$ cat src/rtl/bldc_pkg.sv
// Shared types and constants for the BLDC H-bridge dead-time block.
// - bridge_state_t : controller state (idle, forward, reverse, dead, fault)
// - drive_req_t    : per-cycle decoded drive request
// - GATES_*        : gate patterns packed as {ah, al, bh, bl}
package bldc_pkg;

  typedef enum logic [2:0] {
    ST_IDLE  = 3'd0,
    ST_FWD   = 3'd1,
    ST_REV   = 3'd2,
    ST_DEAD  = 3'd3,
    ST_FAULT = 3'd4
  } bridge_state_t;

  typedef enum logic [1:0] {
    REQ_OFF = 2'd0,
    REQ_FWD = 2'd1,
    REQ_REV = 2'd2
  } drive_req_t;

  localparam logic [3:0] GATES_OFF = 4'b0000;
  localparam logic [3:0] GATES_FWD = 4'b1001;  // ah + bl
  localparam logic [3:0] GATES_REV = 4'b0110;  // al + bh

  // Both requests high, or bridge disabled, decodes as OFF.
  function automatic drive_req_t decode_req(input logic en, input logic pos, input logic neg);
    if (en && pos && !neg) return REQ_FWD;
    if (en && neg && !pos) return REQ_REV;
    return REQ_OFF;
  endfunction

  function automatic bridge_state_t req_to_state(input drive_req_t req);
    case (req)
      REQ_FWD: return ST_FWD;
      REQ_REV: return ST_REV;
      default: return ST_IDLE;
    endcase
  endfunction

  function automatic logic [3:0] gates_for(input bridge_state_t st);
    case (st)
      ST_FWD:  return GATES_FWD;
      ST_REV:  return GATES_REV;
      default: return GATES_OFF;
    endcase
  endfunction

endpackage

$ cat src/rtl/sync_2ff.sv
// Two-flop synchronizer for a single asynchronous level.
// Ports: i_clk (clock), i_rst_n (async active-low reset),
//        i_d (async input), o_q (synchronized output, 2-cycle latency).
module sync_2ff (
  input  logic i_clk,
  input  logic i_rst_n,
  input  logic i_d,
  output logic o_q
);

  logic r_meta;
  logic r_sync;

  always_ff @(posedge i_clk or negedge i_rst_n) begin
    if (!i_rst_n) begin
      r_meta <= 1'b0;
      r_sync <= 1'b0;
    end else begin
      r_meta <= i_d;
      r_sync <= r_meta;
    end
  end

  assign o_q = r_sync;

endmodule

$ cat src/rtl/bldc_hbridge_deadtime.sv
// H-bridge gate controller with programmable dead time, shoot-through
// request blocking and a latched over-current fault.
// Ports:
//   clk, reset_n          : clock, async active-low reset
//   en, pos_req, neg_req  : bridge enable and ESC drive requests
//   dead_time             : dead-time length in cycles (sampled on DEAD entry)
//   fault_in, fault_clear : async over-current flag, sync clear pulse
//   gate_ah/al/bh/bl      : registered gate outputs
//   fault                 : high while faulted
//   conflict_cnt          : saturating count of pos_req & neg_req cycles
module bldc_hbridge_deadtime
  import bldc_pkg::*;
#(
  parameter int unsigned DT_WIDTH  = 8,
  parameter int unsigned CNT_WIDTH = 8
) (
  input  logic                 clk,
  input  logic                 reset_n,
  input  logic                 en,
  input  logic                 pos_req,
  input  logic                 neg_req,
  input  logic [DT_WIDTH-1:0]  dead_time,
  input  logic                 fault_in,
  input  logic                 fault_clear,
  output logic                 gate_ah,
  output logic                 gate_al,
  output logic                 gate_bh,
  output logic                 gate_bl,
  output logic                 fault,
  output logic [CNT_WIDTH-1:0] conflict_cnt
);

  localparam logic [DT_WIDTH-1:0]  DT_ONE  = DT_WIDTH'(1);
  localparam logic [CNT_WIDTH-1:0] CNT_ONE = CNT_WIDTH'(1);

  bridge_state_t        r_state;
  bridge_state_t        w_next;
  drive_req_t           w_req;
  logic                 w_load_dt;
  logic                 w_fault_s;
  logic [DT_WIDTH-1:0]  w_dt_init;
  logic [DT_WIDTH-1:0]  r_dt_cnt;
  logic [3:0]           r_gates;
  logic                 r_fault;
  logic [CNT_WIDTH-1:0] r_conflict_cnt;

  sync_2ff u_fault_sync (
    .i_clk   (clk),
    .i_rst_n (reset_n),
    .i_d     (fault_in),
    .o_q     (w_fault_s)
  );

  // A zero dead time still yields one all-off cycle.
  assign w_dt_init = (dead_time == '0) ? DT_ONE : dead_time;

  always_comb begin
    w_req     = decode_req(en, pos_req, neg_req);
    w_next    = r_state;
    w_load_dt = 1'b0;
    if (w_fault_s) begin
      w_next = ST_FAULT;
    end else begin
      case (r_state)
        ST_IDLE: w_next = req_to_state(w_req);
        ST_FWD: begin
          if (w_req != REQ_FWD) begin
            w_next    = ST_DEAD;
            w_load_dt = 1'b1;
          end
        end
        ST_REV: begin
          if (w_req != REQ_REV) begin
            w_next    = ST_DEAD;
            w_load_dt = 1'b1;
          end
        end
        // Expiry target is whatever is requested on the expiring edge;
        // request changes mid-count never reload the counter.
        ST_DEAD: begin
          if (r_dt_cnt <= DT_ONE) w_next = req_to_state(w_req);
        end
        ST_FAULT: begin
          if (fault_clear) begin
            w_next    = ST_DEAD;
            w_load_dt = 1'b1;
          end
        end
        default: w_next = ST_IDLE;
      endcase
    end
  end

  // Gates and fault flag are registered from the next-state decode so they
  // change on the same edge as the state register.
  always_ff @(posedge clk or negedge reset_n) begin
    if (!reset_n) begin
      r_state  <= ST_IDLE;
      r_gates  <= GATES_OFF;
      r_fault  <= 1'b0;
      r_dt_cnt <= '0;
    end else begin
      r_state <= w_next;
      r_gates <= gates_for(w_next);
      r_fault <= (w_next == ST_FAULT);
      if (w_load_dt) begin
        r_dt_cnt <= w_dt_init;
      end else if (r_state == ST_DEAD && r_dt_cnt != '0) begin
        r_dt_cnt <= r_dt_cnt - DT_ONE;
      end
    end
  end

  always_ff @(posedge clk or negedge reset_n) begin
    if (!reset_n) begin
      r_conflict_cnt <= '0;
    end else if (pos_req && neg_req && (r_conflict_cnt != '1)) begin
      r_conflict_cnt <= r_conflict_cnt + CNT_ONE;
    end
  end

  assign gate_ah      = r_gates[3];
  assign gate_al      = r_gates[2];
  assign gate_bh      = r_gates[1];
  assign gate_bl      = r_gates[0];
  assign fault        = r_fault;
  assign conflict_cnt = r_conflict_cnt;

endmodule

$ cat config.mk
export PLATFORM = sky130hd
export DESIGN_NAME = bldc_hbridge_deadtime
export DESIGN_NICKNAME = d
export VERILOG_FILES = /design/src/rtl/bldc_pkg.sv /design/src/rtl/sync_2ff.sv /design/src/rtl/bldc_hbridge_deadtime.sv
export SDC_FILE = /design/constraint.sdc
export NUM_CORES = 1
export LEC_CHECK = 0
export BUFFER_PORTS_ARGS = -buffer_cell sky130_fd_sc_hd__buf_2
export CAP_MARGIN = 20
export CELL_PAD_IN_SITES_DETAIL_PLACEMENT = 2
export CELL_PAD_IN_SITES_GLOBAL_PLACEMENT = 2
export CORE_MARGIN = 4
export CORE_UTILIZATION = 34
export DETAILED_ROUTE_END_ITERATION = 8
export GPL_ROUTABILITY_DRIVEN = 0
export MAX_ROUTING_LAYER = met4
export PLACE_DENSITY = 0.88
export REMOVE_ABC_BUFFERS = 1
export SYNTH_ARGS = -nofsm -noshare
export SYNTH_HDL_FRONTEND = slang
export SYNTH_SLANG_ARGS = --single-unit
$ cat constraint.sdc
create_clock -name clk -period 2.11 [get_ports clk]
set_input_delay 0.211 -clock clk [delete_from_list [all_inputs] [get_ports clk]]
set_output_delay 0.211 -clock clk [all_outputs]
set_load 0.05 [all_outputs]
### Word level (Yosys, flattened, before mapping)

Cells that the tools add are included.
W data, S select, Z words.

* add/sub/neg operators: 2
* magnitude comparators: 1
* eq/ne operators: 12
* muxes and demuxes: 23
* reductions and logical operators: 13

Operators by type and width (count)
* $mux W8: 3
* $mux W3: 5
* $pmux W3 S5: 1
* $eq A3 B2 Y1 const B: 3
* $add A8 B1 Y8 const B: 1
* $le A8 B1 Y1 const B: 1
* $logic_not A8 Y1: 1
* $mux W2: 4
* $ne A8 B8 Y1 const B: 1
* $pmux W4 S2: 1
* $reduce_bool A8 Y1: 1
* $sub A8 B1 Y8 const B: 1
* $logic_and A1 B1 Y1: 7
* $mux W1: 7
* $eq A3 B1 Y1 const B: 2
* $eq A3 B3 Y1 const B: 2
* $pmux W2 S2: 1
* $logic_not A3 Y1: 1
* $pmux W1 S3: 1
* $eq A2 B1 Y1 const B: 1
* $eq A2 B2 Y1 const B: 1
* $logic_not A1 Y1: 2
* $ne A2 B1 Y1 const B: 1
* $ne A2 B2 Y1 const B: 1
* $reduce_bool A2 Y1: 1

* register bits: 26
* output and inout port bits: 13
* logic and storage cells: 58

### Longest topological paths before layout

Gate-level depths: netlist (run 1).

* depth in word-level cells: 13
* depth in mapped cells: 6
* depth with buffers taken out: 6

### By module

From an unflattened synthesis (run 1), not the netlist that was laid out.

* cell total of the unflattened synthesis: 147
* area total of the unflattened synthesis: 1458.9 um2

Modules (own cells, without submodules)
* bldc_hbridge_deadtime: instances 1, cells an instance 145, area each 1408.9 um2
* sync_2ff: instances 1, cells an instance 2, area each 50.0 um2

### Least setup slack after synthesis (run 1)

OpenSTA, ideal clock, no wires.

* path kind: register to register
* start point: register r_conflict_cnt[0], in the netlist conflict_cnt[0]
* end point: register r_conflict_cnt[1], in the netlist conflict_cnt[1]
* arrival time: 1.955 ns
* data required time: 1.985 ns
* path slack: 0.031 ns
* stages on the path, launching flop included: 5
* path buffers: 0
* period minus slack after synthesis: 2.079 ns
* cells stage by stage: dfrtp_1 ha_1 nand3_1 o311ai_2 mux2_2

* word-level cells in the longest chain between the ends: 2
* elaborated cells on any way between the ends: 3

RTL lines
* start, declared: RTL line bldc_hbridge_deadtime.sv:45 `logic [CNT_WIDTH-1:0] r_conflict_cnt;`
* start signal, assigned: RTL line bldc_hbridge_deadtime.sv:118 `r_conflict_cnt <= r_conflict_cnt + CNT_ONE;`
* parallel branches: the longest is 2 deep, another holds $add A8 B1 Y8

Several ways; the timed one is not identified.
A chain may end at the register's enable or synchronous reset.

### Worst setup path in the final report (run 1)

* start point: register r_dt_cnt[0]
* end point: register r_dt_cnt[6]

* word-level cells in the longest chain between the ends: 3
* elaborated cells on any way between the ends: 6

RTL lines
* start, declared: RTL line bldc_hbridge_deadtime.sv:42 `logic [DT_WIDTH-1:0] r_dt_cnt;`
* start signal, assigned: RTL line bldc_hbridge_deadtime.sv:107 `r_dt_cnt <= w_dt_init;`
* start signal, assigned: RTL line bldc_hbridge_deadtime.sv:109 `r_dt_cnt <= r_dt_cnt - DT_ONE;`
* $sub A8 B1 Y8 or $reduce_bool A8 Y1 (tied branches): RTL line bldc_hbridge_deadtime.sv:109, bldc_hbridge_deadtime.sv:108
* $mux W8 or $logic_and A1 B1 Y1 (tied branches): RTL line bldc_hbridge_deadtime.sv:108 `end else if (r_state == ST_DEAD && r_dt_cnt != '0) begin`
* $mux W8 or $reduce_bool A2 Y1 (tied branches)

Parallel ways exist; a longest one is shown, timed or not. The select of a mux whose other input is x is not followed.

==> results of run 1 <==
[power breakdown]
| group | leakage, nW | switching [mW] | internal (mW) |
|---|---|---|---|
| logic | 0.422 | 0.535 | 0.301 |
| registers | 0.299 | 0.211 | 0.599 |
| clock network | 0.0357 | 0.153 | 0.254 |
[cells in the mapped netlist, types with 2 or more instances]
| master | n | area share (%) |
|---|---|---|
| sky130_fd_sc_hd__dfrtp_1 | 24 | 43 |
| sky130_fd_sc_hd__inv_1 | 10 | 2.7 |
| sky130_fd_sc_hd__a21oi_1 | 8 | 2.8 |
| sky130_fd_sc_hd__nand2_1 | 7 | 1.9 |
| sky130_fd_sc_hd__nor3_1 | 7 | 2.5 |
| sky130_fd_sc_hd__xor2_1 | 7 | 4.3 |
| sky130_fd_sc_hd__nor2_1 | 5 | 1.3 |
| sky130_fd_sc_hd__ha_1 | 4 | 3.5 |
| sky130_fd_sc_hd__nand3_1 | 4 | 1.4 |
| sky130_fd_sc_hd__nand3b_1 | 4 | 2.1 |
| sky130_fd_sc_hd__buf_4 | 3 | 1.6 |
| sky130_fd_sc_hd__o211ai_1 | 3 | 1.6 |
| sky130_fd_sc_hd__o31ai_1 | 3 | 1.6 |
| sky130_fd_sc_hd__or2_2 | 3 | 1.3 |
| sky130_fd_sc_hd__a211oi_1 | 2 | 1.1 |
| sky130_fd_sc_hd__a21o_1 | 2 | 1.1 |
| sky130_fd_sc_hd__a221o_1 | 2 | 1.4 |
| sky130_fd_sc_hd__a41oi_1 | 2 | 1.2 |
| sky130_fd_sc_hd__mux2i_1 | 2 | 1.4 |
| sky130_fd_sc_hd__nor4_1 | 2 | 0.89 |
| sky130_fd_sc_hd__xnor2_1 | 2 | 1.2 |
[worst max-delay path, stage by stage (launching register included)]
cell,delay (ps)
sky130_fd_sc_hd__dfrtp_1,460
sky130_fd_sc_hd__inv_1,120
sky130_fd_sc_hd__ha_1,220
sky130_fd_sc_hd__or3b_1,410
sky130_fd_sc_hd__or3_1,340
sky130_fd_sc_hd__a21oi_1,160
sky130_fd_sc_hd__a221o_1,140
[sequential cells by signal (all words and copies together), names as in the netlist]
name,flops
conflict_cnt,8
u_fault_sync.r_meta,1
r_gates,2
u_fault_sync.o_q,1
r_dt_cnt,8
r_state,3
fault,1
[placed cells by master, fill, tap and decap left out, types with 2 or more instances in the layout]
cell type	netlist	routed
sky130_fd_sc_hd__buf_2	1	27
sky130_fd_sc_hd__dfrtp_1	24	24
sky130_fd_sc_hd__inv_1	10	10
sky130_fd_sc_hd__a21oi_1	8	8
sky130_fd_sc_hd__nand2_1	7	7
sky130_fd_sc_hd__nor3_1	7	7
sky130_fd_sc_hd__xor2_1	7	7
sky130_fd_sc_hd__nor2_1	5	5
sky130_fd_sc_hd__nand3b_1	4	4
sky130_fd_sc_hd__nand3_1	4	4
sky130_fd_sc_hd__ha_1	4	4
sky130_fd_sc_hd__or2_2	3	3
sky130_fd_sc_hd__o31ai_1	3	3
sky130_fd_sc_hd__o211ai_1	3	3
sky130_fd_sc_hd__clkbuf_8	0	3
sky130_fd_sc_hd__a41oi_1	2	2
sky130_fd_sc_hd__a211oi_1	2	2
sky130_fd_sc_hd__a21o_1	2	2
sky130_fd_sc_hd__a221o_1	2	2
sky130_fd_sc_hd__mux2i_1	2	2
sky130_fd_sc_hd__xnor2_1	2	2
sky130_fd_sc_hd__nor4_1	2	2
[cell type report]
type,instances,area (um2)
well taps,50,62.6
clock inverters,1,30.0
multi-input cells,96,739
repair buffers,29,153
inverters,10,37.5
flip-flops and latches,24,601
clock buffers,3,41.3
fillers,433,2340
[cells by family after synthesis]
group                    synth area share, %
AO/OA/AOI/OAI                           18.8
XOR/XNOR                                5.59
adder cells (fa/ha/maj)                 3.55
buffers and inverters                   5.41
flip-flops                              42.6
multiplexers                            3.01
AND/OR/NAND/NOR                         21.1
[final timing paths]
check	from	to
max in group asynchronous	reset_n	r_dt_cnt[7]
setup reg to reg	r_dt_cnt[0]	r_dt_cnt[6]
setup / recovery	r_dt_cnt[0]	r_dt_cnt[6]
min in group asynchronous	reset_n	r_dt_cnt[3]
hold reg to reg	u_fault_sync.r_meta	u_fault_sync.o_q
hold / removal	fault_in	u_fault_sync.r_meta
[through the flow]
step	util, %	instances	power, mW	instance area, um2	setup slack (ps)
after global routing	41.6	213	2.22	1660	69.3
after floorplan	-	130	1.39	1370	30.6
after CTS	41.5	213	2.07	1660	160
final	41.6	213	2.05	1660	196
after detailed placement	39.4	208	1.66	1580	197
after global placement	39.4	208	1.60	1580	317
[routing by layer]
metal,vias up,global-route usage [%],routed length [um]
li1,558,-,-
met1,610,20.5,1670
met2,27,28.7,1990
met3,7,3.32,186
met4,0,4.92,55
met5,-,-,0
[repair_timing]
action                     CTS  global route
hold buffers                 1             0
setup endpoints to repair    0             1
hold endpoints to repair    24             0
gates resized for setup      0             1
==> results.md, run 1 <==
- The run finished with clean final reports.
- For this run, the register share of the synthesized area comes to 42.6%.
- In the global route stage, overall resource usage came out at 17.0%.
- Final hold analysis gives a worst-case slack of 37.9 ps.
- The worst setup path is captured at a register.
- The clock-pin slew on the worst setup and hold paths is 90 ps.
- In the routed design, unresolved DRC markers number 0.
- Setup repair after global routing left no endpoint under its margin.
- After layout, the worst path uses 90.7% of the clock period.
- The number of stages on the worst hold path is 1.
- The via count of the first global-routing pass is 1,362.
- The H-tree depth is 1.
- The number of nets in the layout is 183.
- The port buffer count is 27.
- The post-synthesis cell type count is 50.
- The maximum fanout along the worst path is 6.
- The count of maximum capacitance violations is 0.
- The final wirelength is 3.90 mm.
- The clock period minus final worst setup slack is 1910 ps.
- The total number of vias is 1,202.
- The average instance in the mapped netlist occupies 10.5 um2.
- The number of ports placed on the die boundary is 28.
- For the pin with the worst max-slew slack, the measured transition is 559 ps.
- Timing would allow up to 522 MHz.
- The core outline area is 0.00400 mm2.
- The vias per cell is 5.64.
- The number of antenna violations at the first check in global routing is 0.
- Synthesis produced 135 cells.
- The most used flip-flop cell after synthesis is sky130_fd_sc_hd__dfrtp_1.
- STA puts the critical path data required time at 2320 ps.
- After synthesis the cells add up to 0.00141 mm2.
- The data arrival time of the critical path is 2130 ps.
- 0 antenna diodes ended up in the layout.
- The category of the most critical setup path is register to register.
- The starting density of the core is 35.3%.
- The max-slew violation count is 0.
- The clock passes through at most 2 buffers.
- In this run the register-to-register setup slack is 200 ps.
- The clock latency of the later-clocked register in the worst-skew pair is 270 ps.
- Clock tree synthesis found a total of 24 sinks.
- The first routing iteration left 55 violations.
- The highest ir drop seen on vdd is 0.698 mV.
- The vertical extent of the die is 72.4 um.
- Counting flops and latches in the post-synthesis netlist gives 24.
- The count of antenna-violating nets left after detailed routing is 0.
- The HPWL after detailed placement is 3.06 mm.
- The average wire per standard cell is 18.3 um.
- The width of the die is 72.4 um.
- The final count of hold timing violations came to 0.
- Of the cells placed in the final design, the portion with a size suffix greater than 1 is 27.0%.
- The pin count of the biggest net entering global routing is 25.
- The number of cells on the worst reg-to-reg path is 6.
- The die outline area is 0.00525 mm2.
- The number of synthesized flops with an enable pin is 0.
- The number of buffers inserted during clock tree synthesis is 3.
- For this design the ratio of total power to cell area is 1230 mW/mm2.
- Headroom to the max-slew limit came out at 62.7%.
- The number of detailed-route iterations in the first pass is 4.
- The area growth from synthesis to layout is 17.9%.
- The count of warnings emitted by yosys is 0.
- The worst hold path class is input pin to register.
- The global-route wire length before repair is 6.73 mm.
- The floorplan has 23 rows.
- Clock tree synthesis selected as its root buffer the cell sky130_fd_sc_hd__clkbuf_8.
- The global-route congestion overflow total is 0.
- The setup clock skew after layout is 2.91 ps.
- Post-CTS timing repair inserted 0 buffers for setup.
- Summed over all cells, the static leakage comes to 0.756 nW.
- The clock tree from TritonCTS is done.
- Adding up every negative setup slack in the final design gives 0 ps.
- The setup-violating endpoint count in the final report is 0.
- The worst setup path is launched from a register.
- Of all flip-flops after synthesis, the portion carrying an async set or reset was 100%.
Power figures use the tool's default switching activity.
==> run 2: changes to the inputs <==
CELL_PAD_IN_SITES_DETAIL_PLACEMENT = unset   (was 2)
CELL_PAD_IN_SITES_GLOBAL_PLACEMENT = unset   (was 2)
CORE_UTILIZATION = 35   (was 34)
PLACE_DENSITY = 0.65   (was 0.88)
==> run 2 against run 1 <==
  * Global-route usage shrank 3.5 points
  * Critical path depth stayed put
  * Die area decreased by 2.6%
  * Flip-flop and latch count is the same
  * Count of clock-buffer cells in the layout unchanged
  * Combinational power fell by 2%
  * Power shrank 1.6%
  * Final cell count down 1.4%
  * First-iteration DRC count up 87%
  * Routed wire length decreased by 21%
  * Clock skew decreased by 1.8 ps
  * Sequential share of layout area rose by 0.33 points
  * Critical path type unchanged
==> results.md, run 2 (synthesis results as in run 1) <==
- The signal on the critical path passes through inv_1 -> ha_1 -> nor3b_1 -> a21oi_2 -> mux2i_1 -> mux2_1.
- The H-tree depth was 1 (unchanged).
- The final wirelength is 3.09 mm (-21%).
- The maximum fanout along the worst path was 7 (+1).
- On the critical path the largest part of the delay comes from multiplexers.
- The capture instance of the worst register-to-register path is r_dt_cnt[1].
- The slack of the worst reg-to-reg path is 190 ps (about the same).
- The slew at the pin closest to its max-slew limit came to 617 ps (+57.4 ps).
- The ratio of cells with drive above 1 in the final layout was 25.9% (-1.1 points).
- The clock-pin slew on the worst setup and hold paths is 90 ps (about the same).
- The number of stages on the worst hold path is 1 (unchanged).
- The number of buffers inserted during clock tree synthesis is 3 (unchanged).
- The post-detailed-placement cell area is 0.00157 mm2 (-0.63%).
- The tree is rooted in a sky130_fd_sc_hd__clkbuf_8.
- The count of clock tree sinks is 24 (unchanged).
- The library cell used most frequently in the layout, excluding fill and tap cells, is sky130_fd_sc_hd__buf_2.
- The width of the die was 71.5 um (-1.3%).
- The total number of vias came to 1,167 (-2.9%).
- The clock period minus final worst setup slack is 1920 ps (+5.60 ps).
- The number of detailed-route iterations in the first pass came to 5 (+1).
- The global-route wire length before repair is 5.47 mm (-19%).
- The number of placed instances, taps included is 205 (-1.4%).
- The beginning of the worst hold path is fault_in.
- The total number of placement rows came to 22 (-4.3%).
- The critical path required time is 2270 ps (-50 ps).
- The relative slew slack was 58.8% (-3.9 points).
- The worst setup slack after placement was 225 ps (+27.6 ps).
- The path class of the tightest hold or removal check is input pin to register.
- The final sum of negative setup slack was 0 ps (unchanged).
- From synthesis to final layout, the design area changed by 16.8%.
- The count of antenna-violating nets left after detailed routing is 0 (unchanged).
- The average wire per standard cell is 14.7 um (-20%).
- The maximum clock frequency is 521 MHz (-0.29%).
- The core outline area is 0.00377 mm2 (-5.7%).
- The starting density of the core is 37.4% (+2.1 points).
- The endpoint of the worst hold-timing path is u_fault_sync.r_meta.
- The startpoint identified for the worst register-to-register timing path is r_dt_cnt[1].
- The vertical extent of the die was 71.5 um (-1.3%).
- The delay contributed by the slowest stage of the critical path is 430 ps (-30 ps).
- The max-slew violation count came to 0 (unchanged).
- The final count of hold timing violations came to 0 (unchanged).
- The vias per cell is 5.56 (-1.5%).
- The setup slack of the critical path after layout is 190 ps (-5.60 ps).
- The non-filler instance count after layout is 210 (-1.4%).
- The post-layout instance area is 0.00165 mm2 (-0.90%).
- TritonCTS built the clock tree.
- The data arrival time of the critical path was 2080 ps (-50 ps).
- The number of antenna violations at the first check in global routing is 0 (unchanged).
- The post-CTS setup-driven buffer insertion count came to 0 (unchanged).
- The DRC violation count after routing is 0 (unchanged).
- The top cell types in the final layout, fill and taps aside, are 27 x sky130_fd_sc_hd__buf_2, 24 x sky130_fd_sc_hd__dfrtp_1, 10 x sky130_fd_sc_hd__inv_1.
- The overall track demand over capacity in global routing is 13.5% (-3.5 points).
- The via count of the first global-routing pass is 1,154 (-15%).
- The global-route congestion overflow total is 0 (unchanged).
- The total power is 2.02 mW (-1.6%).
- The number of diodes added for antenna fixing is 0 (unchanged).
- The leakage dissipation is 0.750 nW (-0.86%).
- The number of nets in the layout is 182 (-0.55%).
- The worst setup path is launched from a register.
- The number of ports placed on the die boundary came to 28 (unchanged).
- The setup-violating endpoint count in the final report is 0 (unchanged).
- The count of filler cells inserted in the layout is 349 (-19%).
- The number of DRC markers after the initial detailed-route iteration came to 103 (+87%).
- The worst setup path is captured at a register.
- The die outline area was 0.00511 mm2 (-2.6%).
- The count of maximum capacitance violations was 0 (unchanged).
- Setup repair after global routing left no endpoint under its margin.
- The highest ir drop seen on vdd is 0.660 mV (-5.5%).
- The cell count along the critical path is 6 (unchanged).
- The maximum root-to-sink buffer count came to 2 (unchanged).
- The flow ran to the end, and the final reports show no timing, DRC or antenna violations.
- The port buffer count is 27 (unchanged).
- The critical path is of the register to register type.
- The period utilization came to 91.0% (+0.27 points).
- The HPWL reported at the end of detailed placement is 2.35 mm (-23%).
- The slowest library cell on the worst path is sky130_fd_sc_hd__nor3b_1.
- The clock latency of the later-clocked register in the worst-skew pair is 270 ps (about the same).
- The number of buffers and inverters on the critical path was 1 (unchanged).
- The pin count of the biggest net entering global routing is 25 (unchanged).
- The cell area power density is 1230 mW/mm2 (-0.66%).
- The path depth of the worst reg2reg path came to 6 (unchanged).
- The setup clock skew after layout is 1.16 ps (-1.76 ps).
-- run 2: metrics by stage --
stage               hold slack [ps]  util [%]
floorplan                     -84.6         -
global placement                223      41.6
detailed placement              232      41.6
CTS                            26.4      43.7
global route                   25.5      43.7
finish                         40.4      43.7
-- run 2: report_power, final --
group	leakage, nW	switching (mW)	internal, mW
combinational	0.415	0.520	0.298
clock	0.0357	0.155	0.254
sequential	0.299	0.195	0.599
-- run 2: layout make-up --
cell class | instances | area (um2) | area share [%]
Multi-Input combinational cell | 96 | 734 | 44.5
Sequential cell | 24 | 601 | 36.4
Timing Repair Buffer | 28 | 145 | 8.80
Tap cell | 48 | 60.1 | 3.64
Clock buffer | 3 | 41.3 | 2.50
Inverter | 10 | 37.5 | 2.28
Clock inverter | 1 | 30.0 | 1.82
-- run 2: worst max-delay path by stage --
stage / start / end
finish: r_dt_cnt[1] / r_dt_cnt[1]
floorplan: conflict_cnt[0] / conflict_cnt[1]
CTS: r_dt_cnt[1] / r_dt_cnt[1]
global route: r_dt_cnt[1] / r_dt_cnt[1]
detailed placement: r_dt_cnt[1] / r_dt_cnt[1]
global placement: conflict_cnt[0] / conflict_cnt[1]
-- run 2: worst register-to-register path, delay by kind of cell, from the launching register on --
family	cells	cell delay [ps]
adders and majority gates	1	150
buffers and inverters	1	130
muxes	2	440
AOI/OAI and AO/OA	1	220
DFF	1	420
and+or+nand+nor	1	430
-- run 2: what timing repair did --
action                    4_1_cts  5_1_grt
hold endpoints to repair       24        0
hold buffers                    1        0
resized for setup               0        0
-- run 2: layer usage --
layer,vias up,part of all wire [%],GRT usage [%]
met3,5,5.1,3.37
li1,561,-,-
met4,0,0.61,3.13
met1,569,44,16.8
met5,-,0,-
met2,32,50,21.9
==> run 3: changes to the inputs <==
BUFFER_PORTS_ARGS = -buffer_cell sky130_fd_sc_hd__buf_4   (was -buffer_cell sky130_fd_sc_hd__buf_2)
CORE_UTILIZATION = 54   (was 35)
PLACE_DENSITY = 0.88   (was 0.65)
==> run 3 against run 2 <==
  * Clock skew grew 2.6 ps
  * Count of clock-buffer cells in the layout did not move
  * Flip-flop and latch count unchanged
  * Critical path type unchanged
  * Die area shrank 32%
  * Utilization is 25 points higher
  * Final area is 2.5% higher
  * Sequential power grew 0.9%
==> results.md, run 3 (synthesis results as in run 1) <==
- The global-route congestion overflow total was 0 (unchanged).
- The setup-violating endpoint count in the final report is 0 (unchanged).
- The highest ir drop seen on vdd was 0.909 mV (+38%).
- The pin count of the biggest net entering global routing was 25 (unchanged).
- In the layout the commonest cells are 27 x sky130_fd_sc_hd__buf_4, 24 x sky130_fd_sc_hd__dfrtp_1, 10 x sky130_fd_sc_hd__inv_1.
- The period utilization came to 89.1% (-1.9 points).
- The flow ran to the end, and the final reports show no timing, DRC or antenna violations.
- The total number of vias is 1,167 (unchanged).
- The average wire per standard cell is 15.4 um (+4.7%).
- The critical path required time is 2340 ps (+70 ps).
- Setup repair after global routing left no endpoint under its margin.
- The relative slew slack was 59.3% (+0.50 points).
- The delay contributed by the slowest stage of the critical path is 610 ps (+180 ps).
- The count of maximum capacitance violations is 0 (unchanged).
- The number of placed instances, taps included came to 187 (-8.8%).
- The final wirelength is 2.97 mm (-3.8%).
- The slowest library cell on the worst path is sky130_fd_sc_hd__o311ai_2.
- The post-detailed-placement cell area is 0.00161 mm2 (+2.9%).
- The vias per cell is 6.05 (+8.8%).
- The clock root buffer is sky130_fd_sc_hd__clkbuf_4.
- The setup clock skew after layout is 3.76 ps (+2.61 ps).
- After global routing, the most crowded layer is met2.
- The global-route met3 utilization is 4.36% (+0.99 points).
- The met2 track utilization from global routing is 32.0% (+10 points).
- Traced cell by cell, the critical path runs through ha_1 -> nand3_1 -> o311ai_2 -> mux2_2.
- The HPWL reported at the end of detailed placement is 2.20 mm (-6.5%).
- The port buffer count is 27 (unchanged).
- The count of filler cells inserted in the layout is 209 (-40%).
- The clock period minus final worst setup slack is 1880 ps (-39.6 ps).
- The switching power share of the total came to 43.3% (+0.20 points).
- The width of the die was 59.1 um (-17%).
- The clock-pin slew on the worst setup and hold paths was 140 ps (+50 ps).
- The H-tree depth was 1 (unchanged).
- TritonCTS built the clock tree.
- The leakage dissipation is 0.765 nW (+2.0%).
- The number of nets in the layout is 183 (+0.55%).
- The ratio of cells with drive above 1 in the final layout is 26.4% (+0.45 points).
- The vertical extent of the die came to 59.1 um (-17%).
- Leaving out fill and tap cells, the most frequent cell in the layout is sky130_fd_sc_hd__buf_4.
- The clock latency of the later-clocked register in the worst-skew pair came to 330 ps (+60 ps).
- The maximum fanout along the worst path is 8 (+1).
- The global-route wire length before repair was 5.09 mm (-7.1%).
- The met1 demand-to-capacity share in global routing is 24.0% (+7.2 points).
- The combinational power share is 42.9% (+2.4 points).
- The core outline area is 0.00248 mm2 (-34%).
- The worst setup path is launched from a register.
- The sequential fraction of design power came to 40.1% (+0.8 points).
- The path class of the tightest hold or removal check is input pin to register.
- The maximum clock frequency was 532 MHz (+2.1%).
- The number of buffers inserted during clock tree synthesis is 3 (unchanged).
- The number of diodes added for antenna fixing is 0 (unchanged).
- STA classifies the critical path endpoint as a register.
- The data arrival time of the critical path came to 2110 ps (+30 ps).
- The kind of cell with the highest combined delay along the critical path is compound AO/OA/AOI/OAI gates.
- The post-layout instance area is 0.00169 mm2 (+2.5%).
- The starting density of the core is 57.0% (+20 points).
- The non-filler instance count after layout is 193 (-8.1%).
- The count of clock tree sinks is 24 (unchanged).
- The total number of placement rows is 18 (-18%).
- The via count of the first global-routing pass is 1,146 (-0.69%).
- The number of antenna violations at the first check in global routing was 0 (unchanged).
- The die outline area is 0.00350 mm2 (-32%).
- The number of ports placed on the die boundary is 28 (unchanged).
- The DRC violation count after routing is 0 (unchanged).
- The final sum of negative setup slack was 0 ps (unchanged).
- The slew at the pin closest to its max-slew limit is 609 ps (-7.50 ps).
- The net switching power of the design is 0.863 mW (-0.72%).
- The cell area power density is 1180 mW/mm2 (-3.6%).
- The critical path is of the register to register type.
- The max-slew violation count is 0 (unchanged).
- The maximum root-to-sink buffer count came to 2 (unchanged).
- The count of antenna-violating nets left after detailed routing is 0 (unchanged).
- The overall track demand over capacity in global routing was 19.7% (+6.3 points).
- The final count of hold timing violations is 0 (unchanged).
- The internal power summed over all cells is 1.13 mW (-1.5%).
- The number of buffers and inverters on the critical path is 0 (-1).
- The clock network fraction of design power is 17.0% (-3.2 points).
- The number of detailed-route iterations in the first pass came to 4 (-1).
- The area growth from synthesis to layout is 19.8%.
- The number of DRC markers after the initial detailed-route iteration is 40 (-61%).
-- run 3: layout make-up --
type / instances / area (um2) / area share [%]
Tap cell: 30 / 37.5 / 2.22
Clock inverter: 1 / 30.0 / 1.78
Sequential cell: 24 / 601 / 35.5
Multi-Input combinational cell: 96 / 739 / 43.7
Inverter: 10 / 37.5 / 2.22
Timing Repair Buffer: 29 / 223 / 13.2
Clock buffer: 3 / 22.5 / 1.33
-- run 3: power by group through the flow --
stage                     sequential [mW]  combinational (mW)  clock [mW]
after floorplan                     0.978               0.413           0
after global placement              0.784               0.825           0
after detailed placement            0.803               0.847           0
after CTS                           0.798               0.858       0.345
after global routing                0.827               0.940       0.368
final                               0.801               0.857       0.339
-- run 3: final timing paths --
| check | start | endpoint | slack (ps) | cells past startpoint |
|---|---|---|---|---|
| max reg2reg | conflict_cnt[0] | conflict_cnt[1] | 230 | 4 |
| max | conflict_cnt[0] | conflict_cnt[1] | 230 | 4 |
| min in group asynchronous | reset_n | r_dt_cnt[4] | 290 | 2 |
| min | fault_clear | fault | 70 | 2 |
| min reg2reg | u_fault_sync.r_meta | u_fault_sync.o_q | 380 | 0 |
| max in group asynchronous | reset_n | conflict_cnt[3] | 1590 | 2 |
-- run 3: repair_timing --
action / CTS / global route
setup buffers: 0 / 0
resized for setup: 0 / 1
endpoints found under the setup margin: 0 / 1
hold endpoints to repair: 25 / 0
hold buffers: 2 / 0
-- run 3: stage by stage --
stage	utilization, %	worst slack, ps	power (mW)	hold WS [ps]
detailed placement	65.1	224	1.65	123
global route	68.2	73.1	2.14	40.8
CTS	68.0	146	2.00	53.3
global placement	65.1	337	1.61	122
floorplan	-	30.6	1.39	-84.6
finish	68.2	230	2.00	66.1
-- run 3: per-layer routing --
| layer | share of wire, % | routed length [um] |
|---|---|---|
| met5 | 0 | 0 |
| met4 | 1.4 | 41 |
| met3 | 5.6 | 167 |
| met2 | 49 | 1470 |
| met1 | 43 | 1290 |
